### config.mk
export PLATFORM = sky130hd
export DESIGN_NAME = deserializador_param_flat
export DESIGN_NICKNAME = d
export VERILOG_FILES = /design/src/rtl/deserializador_param_if.sv /design/src/rtl/deserializador_param.sv /design/src/flat_wrapper.sv
export SDC_FILE = /design/constraint.sdc
export NUM_CORES = 1
export LEC_CHECK = 0
export ABC_AREA = 1
export CORE_ASPECT_RATIO = 0.75
export CORE_MARGIN = 8
export CORE_UTILIZATION = 27
export DETAILED_ROUTE_END_ITERATION = 7
export PLACE_DENSITY = 0.44
export SLEW_MARGIN = 10
export SYNTH_ARGS = -nofsm -noshare
export SYNTH_HDL_FRONTEND = slang
export SYNTH_SLANG_ARGS = --single-unit
### constraint.sdc
create_clock -name clk_100KHz -period 2.1 [get_ports clk_100KHz]
set_clock_uncertainty 0.05 [all_clocks]
set_input_delay 0.42 -clock clk_100KHz [delete_from_list [all_inputs] [get_ports clk_100KHz]]
set_output_delay 0.42 -clock clk_100KHz [all_outputs]
set_load 0.05 [all_outputs]
### src/rtl/deserializador_param_if.sv
`default_nettype none
// ============================================================================
// Module      : deserializador_param_if
// Description : Serial-in / word-out bus between the serial front end and the
//               word consumer of the parametrised deserialiser.
// Revision    : 1.0 - initial release
// ============================================================================
interface deserializador_param_if #(
    parameter int WIDTH = 8,
    parameter int DEPTH = 4
);
    logic                         data_in;
    logic                         write_in;
    logic                         ack_in;
    logic                         status_out;
    logic [WIDTH-1:0]             data_out;
    logic                         data_ready;
    logic [$clog2(DEPTH+1)-1:0]   fifo_level;
    logic                         overflow;

    modport master (
        output data_in, write_in, ack_in,
        input  status_out, data_out, data_ready, fifo_level, overflow
    );

    modport slave (
        input  data_in, write_in, ack_in,
        output status_out, data_out, data_ready, fifo_level, overflow
    );
endinterface
`default_nettype wire

### src/rtl/deserializador_param.sv
`default_nettype none
// ============================================================================
// Module      : deserializador_param
// Description : Assembles WIDTH serial bits into words and queues them in a
//               DEPTH-entry FIFO drained by an ack handshake.
// Revision    : 1.0 - initial release
// ============================================================================
module deserializador_param #(
    parameter int WIDTH     = 8,
    parameter int DEPTH     = 4,
    parameter bit MSB_FIRST = 1'b1
) (
    input  wire logic             clk_100KHz,
    input  wire logic             reset,
    deserializador_param_if.slave bus
);

    localparam int c_CNT_W = $clog2(WIDTH);
    localparam int c_PTR_W = (DEPTH > 1) ? $clog2(DEPTH) : 1;
    localparam int c_LVL_W = $clog2(DEPTH + 1);

    localparam logic [c_CNT_W-1:0] c_CNT_LAST = c_CNT_W'(WIDTH - 1);
    localparam logic [c_PTR_W-1:0] c_PTR_LAST = c_PTR_W'(DEPTH - 1);
    localparam logic [c_LVL_W-1:0] c_LVL_FULL = c_LVL_W'(DEPTH);

    typedef enum logic [0:0] {
        ST_COLLECT = 1'b0,
        ST_FULL    = 1'b1
    } state_t;

    state_t               r_state;
    state_t               w_state_next;
    logic                 w_status;

    logic [c_CNT_W-1:0]   r_bit_cnt;
    // Only WIDTH-1 bits need storing: the final bit arrives on the completing edge.
    logic [WIDTH-2:0]     r_shift;
    logic [WIDTH-1:0]     w_word;
    logic [WIDTH-1:0]     r_mem [DEPTH];
    logic [c_PTR_W-1:0]   r_wr_ptr;
    logic [c_PTR_W-1:0]   r_rd_ptr;
    logic [c_LVL_W-1:0]   r_level;
    logic [c_LVL_W-1:0]   w_level_next;
    logic                 r_overflow;

    logic                 w_accept;
    logic                 w_push;
    logic                 w_pop;
    logic                 w_not_empty;

    assign w_not_empty = (r_level != '0);
    assign w_accept    = bus.write_in && w_status;
    assign w_push      = w_accept && (r_bit_cnt == c_CNT_LAST);
    assign w_pop       = bus.ack_in && w_not_empty;

    generate
        if (MSB_FIRST) begin : g_msb_first
            assign w_word = {r_shift, bus.data_in};
        end else begin : g_lsb_first
            assign w_word = {bus.data_in, r_shift};
        end
    endgenerate

    always_comb begin
        w_level_next = r_level;
        case ({w_push, w_pop})
            2'b10:   w_level_next = r_level + 1'b1;
            2'b01:   w_level_next = r_level - 1'b1;
            default: w_level_next = r_level;
        endcase
    end

    always_comb begin
        w_state_next = r_state;
        w_status     = 1'b1;
        case (r_state)
            ST_COLLECT: begin
                w_status = 1'b1;
                if (w_level_next == c_LVL_FULL) begin
                    w_state_next = ST_FULL;
                end
            end
            ST_FULL: begin
                w_status = 1'b0;
                if (w_pop) begin
                    w_state_next = ST_COLLECT;
                end
            end
            default: w_state_next = ST_COLLECT;
        endcase
    end

    always_ff @(posedge clk_100KHz) begin
        if (reset) begin
            r_state    <= ST_COLLECT;
            r_bit_cnt  <= '0;
            r_shift    <= '0;
            r_wr_ptr   <= '0;
            r_rd_ptr   <= '0;
            r_level    <= '0;
            r_overflow <= 1'b0;
        end else begin
            r_state <= w_state_next;
            r_level <= w_level_next;
            if (w_accept) begin
                if (w_push) begin
                    r_bit_cnt <= '0;
                    r_shift   <= '0;
                    r_wr_ptr  <= (r_wr_ptr == c_PTR_LAST) ? '0 : r_wr_ptr + 1'b1;
                end else begin
                    r_bit_cnt <= r_bit_cnt + 1'b1;
                    r_shift   <= MSB_FIRST ? w_word[WIDTH-2:0] : w_word[WIDTH-1:1];
                end
            end
            if (w_pop) begin
                r_rd_ptr <= (r_rd_ptr == c_PTR_LAST) ? '0 : r_rd_ptr + 1'b1;
            end
            if (bus.write_in && !w_status) begin
                r_overflow <= 1'b1;
            end
        end
    end

    // Storage needs no reset: the head is masked to zero whenever the level is zero.
    always_ff @(posedge clk_100KHz) begin
        if (!reset && w_push) begin
            r_mem[r_wr_ptr] <= w_word;
        end
    end

    assign bus.status_out = w_status;
    assign bus.data_ready = w_not_empty;
    assign bus.fifo_level = r_level;
    assign bus.overflow   = r_overflow;
    assign bus.data_out   = w_not_empty ? r_mem[r_rd_ptr] : '0;

endmodule
`default_nettype wire

### src/flat_wrapper.sv
// flat-port wrapper written by rule: the top's interface ports become plain ports
module deserializador_param_flat 
#(
    parameter int WIDTH     = 8,
    parameter int DEPTH     = 4,
    parameter bit MSB_FIRST = 1'b1
)
  (clk_100KHz, reset, bus_data_in, bus_write_in, bus_ack_in, bus_status_out, bus_data_out, bus_data_ready, bus_fifo_level, bus_overflow);
  deserializador_param_if #(.WIDTH(WIDTH), .DEPTH(DEPTH)) bus_i ();
  input  wire logic clk_100KHz;
  input  wire logic reset;
  input wire logic [$bits(bus_i.data_in)-1:0] bus_data_in;
  input wire logic [$bits(bus_i.write_in)-1:0] bus_write_in;
  input wire logic [$bits(bus_i.ack_in)-1:0] bus_ack_in;
  output wire logic [$bits(bus_i.status_out)-1:0] bus_status_out;
  output wire logic [$bits(bus_i.data_out)-1:0] bus_data_out;
  output wire logic [$bits(bus_i.data_ready)-1:0] bus_data_ready;
  output wire logic [$bits(bus_i.fifo_level)-1:0] bus_fifo_level;
  output wire logic [$bits(bus_i.overflow)-1:0] bus_overflow;
  assign bus_i.data_in = bus_data_in;
  assign bus_i.write_in = bus_write_in;
  assign bus_i.ack_in = bus_ack_in;
  assign bus_status_out = bus_i.status_out;
  assign bus_data_out = bus_i.data_out;
  assign bus_data_ready = bus_i.data_ready;
  assign bus_fifo_level = bus_i.fifo_level;
  assign bus_overflow = bus_i.overflow;
  deserializador_param #(.WIDTH(WIDTH), .DEPTH(DEPTH), .MSB_FIRST(MSB_FIRST)) u_core (.clk_100KHz(clk_100KHz), .reset(reset), .bus(bus_i));
endmodule
== Yosys cells after proc, flatten, opt, wreduce, memory -nomap -nowiden ==
Memories as Yosys holds them, arrays and structs flattened. A register that Yosys moved wholly into a read port is not among the register bits.
Index checks and enable logic that the tools add are counted.
Cells by class
  $add $sub $neg: 5
  bitwise operators: 1
  mux-type cells: 14
  equal/unequal tests: 6
  reduce and logical (&&, ||, !) cells: 9
Operators with widths (count)
  two-way mux 2 bit: 4
  two-way mux 8 bit: 1
  two-way mux 7 bit: 1
  adder 3 x 1 -> 3 bit (second input constant): 2
  equality test 2 bit (second input constant): 3
  equality test 3 bit (second input constant): 2
  case mux 3 bit (2 select lines): 1
  logical AND 1 bit: 5
  adder 2 x 1 -> 2 bit (second input constant): 2
  two-way mux 1 bit: 4
  case mux 1 bit (2 select lines): 2
  two-way mux 3 bit: 1
  nonzero test 3 bit: 1
  subtractor 3 x 1 -> 3 bit (second input constant): 1
  equality test 2 x 1 -> 1 bit (second input constant): 1
  zero test 1 bit: 2
  AND reduction 2 bit: 1
  NOT 1 bit: 1
Storage, ports and cells
  memories: 1
  bits in writable memories: 32
  logic and storage cells: 43
  input bits: 5
  register bits after elaboration: 19
  output and inout port bits: 14
Memory list
  u_core.r_mem: words 4, bits a word 8, read ports 1, clocked after memory_dff 1, wr ports 1, line deserializador_param.sv:39  | logic [WIDTH-1:0] r_mem [DEPTH];

== Depth between registers and ports, before layout ==
Gate-level depths: netlist of the first run.
  word-level depth: 9
  mapped depth: 14
  mapped depth without buffers: 14

== Worst setup path after synthesis of the first run ==
OpenSTA, ideal clock, no wires.
  path type: reg2reg
  start point: register u_core.r_level[1], in the netlist u_core.bus.fifo_level[1]
  end point: register u_core.r_state
  slack: -0.420 ns
  stages on the path, launching flop included: 13
  data required time: 1.937 ns
  setup time: 0.113 ns
  path buffers: 0
  period minus slack after synthesis: 2.520 ns
  data arrival time: 2.357 ns
  cells stage by stage: dfxtp_1 > inv_1 > nand3_2 > nand2_1 > inv_2 > ha_1 > inv_1 > fa_1 > or2_1 > nand3_1 > nor2_1 > nand3_1 > nand2_1
Between the ends
  cells in the longest elaborated chain, start to end: 7
  elaborated cells between the ends (all ways): 11
  those cells by class: add/sub (2); eq/ne (3); mux (4); reduce/logical (2)
RTL lines
  from (decl): line deserializador_param.sv:42  | logic [c_LVL_W-1:0] r_level;
  from (signal assigned): line deserializador_param.sv:104  | r_level <= w_level_next;
  nonzero test 3 bit *: line deserializador_param.sv:51  | assign w_not_empty = (r_level != '0);
  named net bus_data_ready: line flat_wrapper.sv:17  | output wire logic [$bits(bus_i.data_ready)-1:0] bus_data_ready;
  logical AND 1 bit *: line deserializador_param.sv:54  | assign w_pop = bus.ack_in && w_not_empty;
  equality test 2 x 1 -> 1 bit or equality test 2 bit (tied branches): line deserializador_param.sv:66  | case ({w_push, w_pop})
  case mux 3 bit (2 select lines): line deserializador_param.sv:66
  equality test 3 bit: line deserializador_param.sv:79  | if (w_level_next == c_LVL_FULL) begin
  two-way mux 1 bit: line deserializador_param.sv:79
  case mux 1 bit (2 select lines) *: line deserializador_param.sv:76  | case (r_state)
  to (signal assigned): line deserializador_param.sv:103  | r_state <= w_state_next;
  to (decl): line deserializador_param.sv:31  | state_t r_state;
The timed path passes the listed nets; every way through them passes the cells marked *.
A chain may end at the register's enable or synchronous reset.

== Final worst setup path of the first run ==
  start point: register u_core.r_level[2], in the netlist u_core.bus.fifo_level[2]
  end point: output bus_data_out[4]
Between the ends
  cells in the longest elaborated chain, start to end: 2
RTL lines
  nonzero test 3 bit: line deserializador_param.sv:51
  two-way mux 8 bit: line deserializador_param.sv:135  | assign bus.data_out = w_not_empty ? r_mem[r_rd_ptr] : '0;
  to (decl): line flat_wrapper.sv:16  | output wire logic [$bits(bus_i.data_out)-1:0] bus_data_out;
No other way between the ends.

==> results of run 1 <==
per-stage QoR:
step / util [%] / power [mW] / TNS [ns] / area [um^2]
after CTS: 33.97 / 1.831 / 0 / 2823
after detailed placement: 32.66 / 1.243 / -0.5962 / 2714
after global placement: 32.66 / 1.242 / -0.5292 / 2714
after global routing: 34.54 / 1.880 / 0 / 2870
after floorplan: - / 1.201 / -0.2736 / 2287
final: 34.54 / 1.808 / 0 / 2870
layout by cell type, fill, tap and decap left out, drive strengths merged:
cell,Yosys,routed
nor2,54,54
edfxtp,32,32
o21ai,28,28
buf,6,26
inv,23,24
a21oi,23,23
dfxtp,21,21
nand2,10,10
clkdlybuf4s50,0,8
ha,8,8
nand3,6,6
clkbuf,0,5
a211oi,1,1
or2,1,1
nand4,1,1
xnor2,1,1
fa,1,1
clkinvlp,0,1
clkinv,0,1
dlygate4sd2,0,1
power groups by stage:
stage               registers, mW  logic [mW]  clock network [mW]
finish                       1.13      0.0954               0.582
global route                 1.13       0.108               0.638
CTS                          1.13      0.0920               0.610
detailed placement           1.15      0.0912                   0
global placement             1.15      0.0905                   0
floorplan                    1.15      0.0554                   0
kinds of logic (layout without fill, tap and decap cells):
kind of cell | count (synthesis) | after routing | synth area share, %
and+or+nand+nor | 72 | 72 | 14.50
DFF | 53 | 53 | 61.10
AOI/OAI and AO/OA | 52 | 52 | 11.84
buffers and inverters | 29 | 66 | 6.862
adders and majority gates | 9 | 9 | 5.313
xor gates and xnor gates | 1 | 1 | 0.3875
sequential cells by signal (all words and copies together), names as in the netlist, named ones only:
register / flops
u_core.r_wr_ptr: 2
u_core.bus.fifo_level: 3
u_core.bus.overflow: 1
u_core.r_shift: 7
u_core.r_mem: 32
u_core.r_bit_cnt: 3
u_core.r_rd_ptr: 2
u_core.r_state: 1
what timing repair did:
item                       in CTS  in global routing
setup buffers                   0                  2
pin swaps                       2                  1
gates resized for setup         5                  9
setup endpoints to repair       4                 10
per-layer routing:
| layer | share of wire, % | up-vias | wire length (um) |
|---|---|---|---|
| met5 | 0 | - | 0 |
| met2 | 44 | 22 | 2062 |
| met3 | 4.3 | 6 | 199 |
| met4 | 1.2 | 0 | 54 |
| met1 | 50 | 700 | 2346 |
| li1 | - | 796 | - |
Yosys cell counts:
| master | instances | area (um^2) |
|---|---|---|
| buf_6 | 3 | 33.78 |
| nand2_1 | 8 | 30.03 |
| a21oi_1 | 23 | 115.1 |
| fa_1 | 1 | 20.02 |
| nand2_2 | 1 | 6.260 |
| xnor2_1 | 1 | 8.760 |
| buf_2 | 1 | 5.000 |
| dfxtp_1 | 21 | 420.4 |
| nor2_1 | 42 | 157.7 |
| inv_2 | 7 | 26.28 |
| nor2_2 | 12 | 75.07 |
| a211oi_2 | 1 | 12.51 |
| nand3_1 | 5 | 25.02 |
| o21ai_0 | 12 | 60.06 |
| nand2_4 | 1 | 11.26 |
| buf_12 | 1 | 20.02 |
| nand4_1 | 1 | 6.260 |
| ha_1 | 8 | 100.1 |
| buf_4 | 1 | 7.510 |
| inv_1 | 15 | 56.30 |
| edfxtp_1 | 32 | 960.9 |
| o21ai_1 | 16 | 80.08 |
| or2_1 | 1 | 6.260 |
| nand3_2 | 1 | 10.01 |
| inv_4 | 1 | 6.260 |
worst register-to-register path, delay by kind of cell (launching register included):
| kind | cells | cell delay [ns] |
|---|---|---|
| AND/OR/NAND/NOR | 6 | 0.56 |
| flip-flops | 1 | 0.35 |
| adder cells (fa/ha/maj) | 4 | 0.88 |
| buffers and inverters | 1 | 0.04 |
cell type report:
cell class	instances	area [um^2]	share of cell area, %
multi-input combinational	134	788.3	27.46
timing repair buffer	35	371.6	12.95
clock buffer	5	68.82	2.398
inverter	23	88.84	3.095
tap	108	135.1	4.708
sequential	53	1396	48.65
clock inverter	3	21.27	0.7411
how the worst min path moves through the flow:
| stage | end | cells past startpoint |
|---|---|---|
| floorplan | u_core.r_bit_cnt[0]$_SDFFE_PP0P_ | 2 |
| global placement | u_core.bus.overflow$_SDFFE_PP0P_ | 2 |
| detailed placement | u_core.bus.overflow$_SDFFE_PP0P_ | 2 |
| CTS | u_core.r_bit_cnt[0]$_SDFFE_PP0P_ | 2 |
| global route | u_core.r_rd_ptr[1]$_SDFFE_PP0N_ | 2 |
| finish | u_core.bus.overflow$_SDFFE_PP0P_ | 2 |
==> impl_metrics.env, run 1 <==
export IMPL_status="complete, no violations"
export IMPL_drc=0
export IMPL_ys_seq_area_share_pct=61.10
export IMPL_combPwrFrac_pct=5.3
export IMPL_p_sw_share_pct=23.03
export IMPL_place_inst=351
export IMPL_fin_crit_sh_pct=95.79
export IMPL_hold_ws_ns=0.4493
export IMPL_synth_seq_cells=53
export IMPL_internal_power_mw=1.391
export IMPL_fin_cells=361
export IMPL_drive_gt1_share_pct=28.85
export IMPL_ys_types=25
export IMPL_syn_to_final_growth_pct=26.95
export IMPL_critPathLaunchType="flip-flop"
export IMPL_drv_cap=0
export IMPL_power_density_nw_per_um2=629.8
export IMPL_firstDrtPassIters=4
export IMPL_cts_buffers=5
export IMPL_crit_top_cell="inv_1"
export IMPL_peakVddDrop_mv=0.2870
export IMPL_num_io_pins=19
export IMPL_r2r_cells=11
export IMPL_avgSynthCellArea_um2=10.47
export IMPL_min_from="u_core.bus.overflow$_SDFFE_PP0P_"
export IMPL_pwr_share_clk_pct=32.2
export IMPL_period_minus_slack_ns=2.012
export IMPL_seq_power_share_pct=62.5
export IMPL_setup_viol=0
export IMPL_dieWidth_um=121.7
export IMPL_slew_viol_final=0
export IMPL_die_h_um=95.25
export IMPL_grtUsageMet3_pct=2.308
export IMPL_antenna_found_initial=0
export IMPL_postRouteAntennaNets=0
export IMPL_critPathTopFamily="buffers and inverters"
export IMPL_cts_tree="yes"
export IMPL_drt_wl_total_um=4663
export IMPL_relSlewSlack_pct=66.74
export IMPL_worst_ep_arrival_time_ns=1.54
export IMPL_grt_first_pass_wirelength_um=7769
export IMPL_cts_sinks=53
export IMPL_netlist_area_um2=2261
export IMPL_nFillCells=829
export IMPL_startpoint="u_core.bus.fifo_level[2]$_SDFF_PP0_"
export IMPL_grt_usage_pct=8.682
export IMPL_cp_end_kind="output pin"
export IMPL_cts_root_buffer="clkbuf_8"
export IMPL_htreeDepth=2
export IMPL_r2r_end="u_core.r_state$_SDFF_PP0_"
export IMPL_vias=1524
export IMPL_postSynthCellCount=216
export IMPL_crit_chain="inv_1 -> nand3_4 -> inv_1 -> a21oi_1 -> buf_12"
export IMPL_syn_num_nets=230
export IMPL_hold_buffers=0
export IMPL_port_buffers=18
export IMPL_slowest_delay_ns=0.36
export IMPL_grt_pass1_vias=1472
export IMPL_fmax_mhz=497.1
export IMPL_tightestPinTransition_ns=0.4974
export IMPL_std_cell_rows=29
export IMPL_cp_endpoint="bus_data_out[4]"
export IMPL_gr_max_usage_layer="met2"
export IMPL_drtIter0Drc=76
export IMPL_vias_per_cell=4.222
export IMPL_hpwl_um=3269
export IMPL_finalHoldViolCount=0
export IMPL_overflow=0
export IMPL_reg2reg_slack_ns=0.14
export IMPL_worstPathMaxFanout=8
export IMPL_crit_slowest_cell="dfxtp_4"
export IMPL_met2_usage_pct=13.24
export IMPL_regToRegStartpoint="u_core.r_bit_cnt[0]$_SDFFE_PP0P_"
export IMPL_hp_class="reg -> reg"
export IMPL_clockBufferDepth=2
export IMPL_wl_per_cell_um=12.92
export IMPL_switchingPower_uw=416.4
export IMPL_gp_congestion=0.7740
export IMPL_grt_max_degree=18
export IMPL_cp_depth=5
export IMPL_cp_required_ns=1.63
export IMPL_path_class="reg -> out"
export IMPL_clock_latency_ns=0.30
export IMPL_n_antenna_cell=0
export IMPL_die_area_um2=11590
export IMPL_yosys_warnings=0
export IMPL_preCtsSetupSlack_ns=-0.3476
export IMPL_initial_utilization_pct=27.21
export IMPL_crit_buf_inv=3
export IMPL_final_setup_worst_slack_ns=0.08842
export IMPL_core_area_um2=8309
export IMPL_clk_pin_slew_ns=0.10
export IMPL_nets=266
export IMPL_power_leakage_nw=1.075
export IMPL_use_met1_pct=11.77
export IMPL_rsz0062_at_grt="no"
No activity file was read; power rests on OpenSTA's default activity.
==> inputs of run 2 (changes only) <==
--- a/config.mk
+++ b/config.mk
@@ -10,7 +10,7 @@
 export CORE_MARGIN = 8
 export CORE_UTILIZATION = 27
 export DETAILED_ROUTE_END_ITERATION = 7
-export PLACE_DENSITY = 0.44
+export PLACE_DENSITY = 0.42
 export SLEW_MARGIN = 10
 export SYNTH_ARGS = -nofsm -noshare
 export SYNTH_HDL_FRONTEND = slang
==> constraint.sdc (replaced) <==
create_clock -name clk_100KHz -period 2.3 [get_ports clk_100KHz]
set_clock_uncertainty 0.05 [all_clocks]
set_input_delay 0.46 -clock clk_100KHz [delete_from_list [all_inputs] [get_ports clk_100KHz]]
set_output_delay 0.46 -clock clk_100KHz [all_outputs]
set_load 0.05 [all_outputs]
==> impl_metrics.env, run 2 (synthesis results as in run 1) <==
export IMPL_drv_cap=0
export IMPL_hold_ws_ns=0.3987
export IMPL_largest_reg_flops=32
export IMPL_rsz0062_at_grt="no"
export IMPL_setup_viol=0
export IMPL_clockBufferDepth=2
export IMPL_reg2reg_slack_ns=0.18
export IMPL_firstDrtPassIters=5
export IMPL_antenna_found_initial=0
export IMPL_final_cell_mix="nor2_1, edfxtp_1, a21oi_1, dfxtp_1"
export IMPL_status="complete, no violations"
export IMPL_cts_root_buffer="clkbuf_8"
export IMPL_worst_ep_arrival_time_ns=1.63
export IMPL_regMostFlops="u_core.r_mem"
export IMPL_initial_utilization_pct=27.21
export IMPL_htreeDepth=2
export IMPL_power_density_nw_per_um2=587.1
export IMPL_wl_per_cell_um=13.01
export IMPL_tightestPinTransition_ns=0.4968
export IMPL_fmax_mhz=467.6
export IMPL_core_area_um2=8309
export IMPL_postRouteAntennaNets=0
export IMPL_hold_buffers=0
export IMPL_top_regs="u_core.r_mem x32, u_core.r_shift x7"
export IMPL_period_minus_slack_ns=2.138
export IMPL_grt_first_pass_wirelength_um=7652
export IMPL_die_h_um=95.25
export IMPL_hp_class="in -> reg"
export IMPL_num_io_pins=19
export IMPL_vias=1482
export IMPL_drive_gt1_share_pct=23.11
export IMPL_preCtsSetupSlack_ns=-0.1637
export IMPL_grt_usage_pct=8.675
export IMPL_final_setup_worst_slack_ns=0.1616
export IMPL_drc=0
export IMPL_cts_buffers=5
export IMPL_dieWidth_um=121.7
export IMPL_register_area_um2=1386
export IMPL_cp_required_ns=1.79
export IMPL_clock_latency_ns=0.30
export IMPL_peakVddDrop_mv=0.2441
export IMPL_vias_per_cell=4.128
export IMPL_drtIter0Drc=61
export IMPL_hpwl_um=3248
export IMPL_fin_crit_sh_pct=92.98
export IMPL_overflow=0
export IMPL_relSlewSlack_pct=66.77
export IMPL_finalHoldViolCount=0
export IMPL_multi_input_area_um2=732.0
export IMPL_drt_wl_total_um=4671
export IMPL_grt_max_degree=17
export IMPL_n_antenna_cell=0
export IMPL_gp_congestion=0.6791
export IMPL_slew_viol_final=0
export IMPL_cp_end_kind="output pin"
export IMPL_grt_pass1_vias=1500
export IMPL_design_area_um2=2791
export IMPL_nFillCells=843
export IMPL_die_area_um2=11590
export IMPL_worstPathMaxFanout=3
export IMPL_syn_to_final_growth_pct=23.46
export IMPL_cts_sinks=53
export IMPL_power_leakage_nw=1.064
export IMPL_std_cell_rows=29
export IMPL_place_area_um2=2701
export IMPL_final_common_cell="nor2_1"
export IMPL_cts_tree="yes"
export IMPL_nets=264
export IMPL_critPathLaunchType="flip-flop"
export IMPL_path_class="reg -> out"
export IMPL_clk_pin_slew_ns=0.09
export IMPL_port_buffers=18
export IMPL_final_util_pct=33.59
run 2: cell count changes in the layout (fill, tap and decap cells not counted), moves of 2 or more:
cell / previous run / this run
buf_4: 19 / 16
dfxtp_4: 3 / 0
ha_1: 5 / 8
a21oi_2: 3 / 0
inv_2: 9 / 7
a21oi_1: 20 / 23
inv_1: 13 / 15
dfxtp_1: 15 / 17
ha_4: 3 / 0
run 2: final timing paths:
| path | cells after the start | from | end |
|---|---|---|---|
| setup / recovery | 3 | u_core.bus.fifo_level[2]$_SDFF_PP0_ | bus_data_ready |
| hold / removal | 3 | bus_write_in | u_core.bus.overflow$_SDFFE_PP0P_ |
| setup reg to reg | 11 | u_core.r_bit_cnt[0]$_SDFFE_PP0P_ | u_core.r_state$_SDFF_PP0_ |
| hold reg to reg | 2 | u_core.bus.overflow$_SDFFE_PP0P_ | u_core.bus.overflow$_SDFFE_PP0P_ |
run 2: where the power goes:
| part | total [mW] | switching, mW | internal [mW] |
|---|---|---|---|
| Sequential | 1.03 | 0.0152 | 1.02 |
| Combinational | 0.0797 | 0.0460 | 0.0337 |
| Clock | 0.526 | 0.308 | 0.218 |
run 2: cell type report:
cell class,count,share of cell area [%]
Inverter,23,3.182
Multi-Input combinational cell,134,26.22
Sequential cell,53,49.66
Tap cell,108,4.841
Clock inverter,2,0.4931
Timing Repair Buffer,33,13.00
Clock buffer,6,2.600
run 2: what timing repair did:
item                                    CTS  global route
buffers inserted                          0             0
gates resized for setup                   1             1
endpoints found under the setup margin    2             2
pin swaps                                 0             1
gates cloned                              0             0
endpoints found under the hold margin     0             0
run 2: routing by layer:
layer / track usage (%) / wire length (um) / part of all wire (%)
met1: 11.46 / 2318 / 50
met2: 13.37 / 2112 / 45
met3: 2.426 / 191 / 4.1
met4: 3.071 / 48 / 1.0
met5: 0 / 0 / 0
run 2: per-stage QoR:
step | setup TNS, ns | total power, mW | instances
global placement | -0.1497 | 1.135 | 351
detailed placement | -0.1952 | 1.136 | 351
floorplan | 0 | 1.100 | 216
CTS | 0 | 1.662 | 359
global route | 0 | 1.704 | 359
finish | 0 | 1.639 | 359
run 2: worst max-delay path, stage by stage, from the launching register on:
cell and delay, ns:
dfxtp_2 0.35, inv_1 0.07, nand3_4 0.10, clkdlybuf4s50_1 0.81
